==> src/rtl/ex_mem_latch.sv <==
// EX/MEM pipeline register: stall/flush/valid handling plus a saturating taken-branch counter.
// Optional macro EX_MEM_BRANCH_SQUASH_EN: a taken-branch departure also loads a bubble.
module ex_mem_latch (
  input  logic        clk,
  input  logic        rst,
  input  logic        stall,
  input  logic        flush,
  input  logic        valid_in,
  input  logic [1:0]  ctlwb_out,
  input  logic [2:0]  ctlm_out,
  input  logic [31:0] adder_out,
  input  logic        aluzero,
  input  logic [31:0] aluout,
  input  logic [31:0] readdat2,
  input  logic [4:0]  muxout,
  output logic [1:0]  wb_ctlout,
  output logic        m_ctlout,
  output logic        memread,
  output logic        memwrite,
  output logic [31:0] add_result,
  output logic        zero,
  output logic [31:0] alu_result,
  output logic [31:0] rdata2out,
  output logic [4:0]  five_bit_muxout,
  output logic        valid_out,
  output logic [7:0]  taken_cnt
);

  logic [1:0]  r_wb;
  logic        r_branch;
  logic        r_memread;
  logic        r_memwrite;
  logic [31:0] r_add;
  logic        r_zero;
  logic [31:0] r_alu;
  logic [31:0] r_rdata2;
  logic [4:0]  r_rd;
  logic        r_valid;
  logic [7:0]  r_taken_cnt;

  logic        w_taken;
  logic        w_bubble;
  logic [7:0]  w_cnt_nxt;

  // The resident entry departs on any non-stalled edge, flushed or not.
  assign w_taken = ~stall & r_valid & r_branch & r_zero;

`ifdef EX_MEM_BRANCH_SQUASH_EN
  assign w_bubble = flush | w_taken;
`else
  assign w_bubble = flush;
`endif

  // Saturating taken-branch count.
  always_comb begin
    w_cnt_nxt = r_taken_cnt;
    if (w_taken && (r_taken_cnt != 8'hFF)) begin
      w_cnt_nxt = r_taken_cnt + 8'd1;
    end else begin
      w_cnt_nxt = r_taken_cnt;
    end
  end

  // Pipeline register update: rst > bubble > stall > load.
  always_ff @(posedge clk) begin
    if (rst) begin
      r_wb        <= 2'b00;
      r_branch    <= 1'b0;
      r_memread   <= 1'b0;
      r_memwrite  <= 1'b0;
      r_add       <= 32'h0000_0000;
      r_zero      <= 1'b0;
      r_alu       <= 32'h0000_0000;
      r_rdata2    <= 32'h0000_0000;
      r_rd        <= 5'd0;
      r_valid     <= 1'b0;
      r_taken_cnt <= 8'h00;
    end else begin
      r_taken_cnt <= w_cnt_nxt;
      if (w_bubble) begin
        r_wb       <= 2'b00;
        r_branch   <= 1'b0;
        r_memread  <= 1'b0;
        r_memwrite <= 1'b0;
        r_add      <= 32'h0000_0000;
        r_zero     <= 1'b0;
        r_alu      <= 32'h0000_0000;
        r_rdata2   <= 32'h0000_0000;
        r_rd       <= 5'd0;
        r_valid    <= 1'b0;
      end else if (!stall) begin
        // An invalid instruction carries its data but never its control.
        r_wb       <= valid_in ? ctlwb_out : 2'b00;
        r_branch   <= valid_in & ctlm_out[2];
        r_memread  <= valid_in & ctlm_out[1];
        r_memwrite <= valid_in & ctlm_out[0];
        r_add      <= adder_out;
        r_zero     <= aluzero;
        r_alu      <= aluout;
        r_rdata2   <= readdat2;
        r_rd       <= muxout;
        r_valid    <= valid_in;
      end
    end
  end

  assign wb_ctlout       = r_wb;
  assign m_ctlout        = r_branch;
  assign memread         = r_memread;
  assign memwrite        = r_memwrite;
  assign add_result      = r_add;
  assign zero            = r_zero;
  assign alu_result      = r_alu;
  assign rdata2out       = r_rdata2;
  assign five_bit_muxout = r_rd;
  assign valid_out       = r_valid;
  assign taken_cnt       = r_taken_cnt;

endmodule

==> config.mk <==
export PLATFORM = sky130hd
export DESIGN_NAME = ex_mem_latch
export DESIGN_NICKNAME = d
export VERILOG_FILES = /design/src/rtl/ex_mem_latch.sv
export SDC_FILE = /design/constraint.sdc
export NUM_CORES = 1
export LEC_CHECK = 0
export ABC_AREA = 1
export CAP_MARGIN = 20
export CORE_ASPECT_RATIO = 1.2
export CORE_MARGIN = 4
export CORE_UTILIZATION = 35
export DETAILED_ROUTE_END_ITERATION = 7
export MAX_ROUTING_LAYER = met4
export PLACE_DENSITY = 0.82
export SETUP_SLACK_MARGIN = 0.15
export SLEW_MARGIN = 10
export SYNTH_ARGS = -nofsm -noshare
export SYNTH_HDL_FRONTEND = slang
export SYNTH_SLANG_ARGS = --single-unit
==> constraint.sdc <==
create_clock -name clk -period 1.2 [get_ports clk]
set_input_delay 0.24 -clock clk [delete_from_list [all_inputs] [get_ports clk]]
set_output_delay 0.24 -clock clk [all_outputs]
set_load 0.01 [all_outputs]
==> flow_summary.json <==
{
  "status": "finished, violations left",
  "violations": "negative setup slack",
  "power_leakage_nw": 3.32,
  "grt_pass1_wl_um": 20800,
  "holdCritStartpoint": "stall",
  "crit_type": "reg -> out",
  "fin_crit_ns": 1.22,
  "synth_top_area_share_pct": 53.8,
  "cp_max_fo": 4,
  "final_net_count": 917,
  "grt_pass1_vias": 4286,
  "track_usage_pct": 19.3,
  "nFillCells": 938,
  "synthXorXnorAreaFrac_pct": 0,
  "hold_depth": 4,
  "htree_levels": 4,
  "min_to": "valid_out",
  "clock_latency_ns": 0.40,
  "dpl_cell_area_mm2": 0.00679,
  "drc": 0,
  "final_common_cell": "nand2_1",
  "final_cell_mix": "nand2_1, buf_6, dfxtp_2",
  "synth_compound_gate_area_share_pct": 15.0,
  "drt_iter0_drc": 216,
  "synth_edf_count": 0,
  "p_per_area_mw_per_mm2": 1250,
  "clock_path_buffers": 2,
  "crit_path_top_delay_cell": "dfxtp_4",
  "relSlewSlack_pct": 72.8,
  "core_mm2": 0.0121,
  "crit_buf_inv": 2,
  "syn_area_mm2": 0.00431,
  "yosys_warnings": 0,
  "synth_flop_cell": "dfxtp_1",
  "crit_top_cell": "buf_6",
  "detail-route-antenna-nets": 0,
  "yosysSeqAreaShare_pct": 53.8,
  "initial_utilization_pct": 35.6,
  "synth-adder-area-share_pct": 0.290,
  "maxSlewViolCount": 0,
  "finClkSkew_ns": 0.00966,
  "overflow": 0,
  "fp.dieArea_mm2": 0.0142,
  "antenna_found_initial": 0,
  "ir_worst_vdd_mv": 0.861,
  "die_x_um": 109,
  "ios": 228,
  "yosys_register_bits": 116,
  "avgSynthCellArea_um2": 7.90,
  "setup_ws_ns": -0.0236,
  "cp_top_family": "flip-flops",
  "yosys.area_share.simple_pct": 24.8,
  "n_antenna_cell": 0,
  "ff2ff_path_depth": 6,
  "clk_pin_slew_worst_paths_ns": 0.06,
  "hold_path.class": "in -> reg",
  "ys_async_sr_fraction_pct": 0,
  "critical-path-max-stage-delay_ns": 0.36,
  "hold_viol": 0,
  "cp.required_ns": 0.96,
  "final_cell_area_mm2": 0.00797,
  "synth.area.top_cells": "dfxtp_1, nand2_1, a21oi_1, a21oi_2, buf_6",
  "syn_to_final_growth_pct": 84.7,
  "gp_congestion": 0.815,
  "clock_sinks": 116,
  "maxCapViolCount": 0,
  "synth_cells": 546,
  "vias": 4518,
  "period_share_pct": 102,
  "setup_viol": 3,
  "post-place-ws_ns": -0.209,
  "hpwl_um": 9070,
  "vias_per_cell": 4.63,
  "rsz0062_at_grt": "true",
  "ys_types": 24,
  "grt_max_degree": 96,
  "portBuffers": 227,
  "dpl.cell_count": 915,
  "cts-root-buf": "clkbuf_16",
  "routedWlPerCell_um": 14.4,
  "crit_arrival_ns": 0.98,
  "r2r-end": "taken_cnt[7]",
  "fin_tns_setup_ns": -0.0380,
  "synth_top_area_cell": "dfxtp_1",
  "endpoint_kind": "output pin",
  "placementRows": 44,
  "rrSetupSlack_ns": 0.01,
  "synth.mux.area_fraction_pct": 0,
  "finalNonFillerCells": 976,
  "numCtsBuffers": 17,
  "timing.fmax_mhz": 817,
  "r2r-start": "taken_cnt[2]",
  "syn-num-nets": 659,
  "synth_top_family_by_area": "simple AND/OR/NAND/NOR gates",
  "path_cells": "buf_6 > buf_6",
  "drive_above_1_share_pct": 43.9,
  "fp.dieH_um": 130,
  "fin_util_pct": 65.8,
  "routed_wl_um": 14000,
  "cp-start-kind": "register",
  "firstDrtPassIters": 6,
  "cts_hold_buffers": 0,
  "cts_tree": "built",
  "worstMarginPinSlew_ns": 0.408
}
-- worst reg2reg max path, delay by kind of cell, from the launching register on --
| family | cells | cell delay (ns) |
|---|---|---|
| AND/OR/NAND/NOR | 4 | 0.49 |
| flip-flops | 1 | 0.34 |
| buffers and inverters | 2 | 0.24 |
-- cells by family (layout without fill, tap and decap cells) --
kind of cell	Yosys count	in the layout
AND/OR/NAND/NOR	267	267
flip-flops	116	116
AO/OA/AOI/OAI	113	113
buffers and inverters	49	318
adder cells (fa/ha/maj)	1	1
-- cells in the mapped netlist, types with 2 or more instances --
| cell type | n |
|---|---|
| dfxtp_1 | 116 |
| a21oi_1 | 90 |
| inv_1 | 13 |
| buf_2 | 6 |
| clkbuf_1 | 16 |
| buf_4 | 7 |
| nand2_1 | 233 |
| nor2_1 | 17 |
| a21oi_2 | 20 |
| nand3_1 | 8 |
| o21bai_1 | 2 |
| buf_6 | 6 |
-- power breakdown --
group          internal (mW)  switching [mW]  leakage (nW)
sequential              3.99          0.0778         0.997
clock                   3.07            1.73         0.268
combinational          0.664           0.458          2.06
-- state kept, by name (all words and copies together) (netlist names) --
register,cells
valid_out,1
add_result,32
m_ctlout,1
taken_cnt,8
memwrite,1
alu_result,32
wb_ctlout,2
memread,1
rdata2out,32
five_bit_muxout,5
zero,1
-- per-layer routing --
metal	GRT usage (%)	part of all wire, %	routed length, um
met1	20.8	38	5330
met2	33.6	53	7450
met3	5.68	6.6	925
met4	6.68	2.2	305
met5	-	0	0
-- what timing repair did --
item                                    4_1_cts  5_1_grt
gates resized for setup                     716        9
hold endpoints to repair                      0        0
endpoints found under the setup margin      124      126
pin swaps                                    13       12
setup buffers                                15       16
-- stage by stage --
step,power (mW),hold slack [ns]
floorplan,4.50,0.381
global placement,5.17,0.444
detailed placement,5.18,0.451
CTS,10.1,0.202
global route,10.3,0.229
finish,9.98,0.217
-- worst max path at each step --
stage | start | endpoint | slack, ns | cells past startpoint
3_5_place_dp | rst | add_result[18] | -0.21 | 4
6_report | taken_cnt[0] | taken_cnt[0] | -0.02 | 2
3_3_place_gp | rst | alu_result[6] | -0.17 | 4
5_1_grt | taken_cnt[3] | taken_cnt[1] | -0.07 | 7
2_1_floorplan | taken_cnt[1] | taken_cnt[0] | 0.10 | 8
4_1_cts | taken_cnt[0] | taken_cnt[0] | 0.06 | 1
-- layout make-up --
| type | instances | area (um^2) | share of cell area, % |
|---|---|---|---|
| sequential | 116 | 2470 | 31.0 |
| clock inverter | 10 | 109 | 1.37 |
| timing repair buffer | 274 | 2840 | 35.7 |
| multi-input combinational | 381 | 1840 | 23.0 |
| tap | 161 | 201 | 2.53 |
| clock buffer | 20 | 447 | 5.61 |
| inverter | 14 | 60.1 | 0.754 |
No activity file was read; power rests on OpenSTA's default activity.
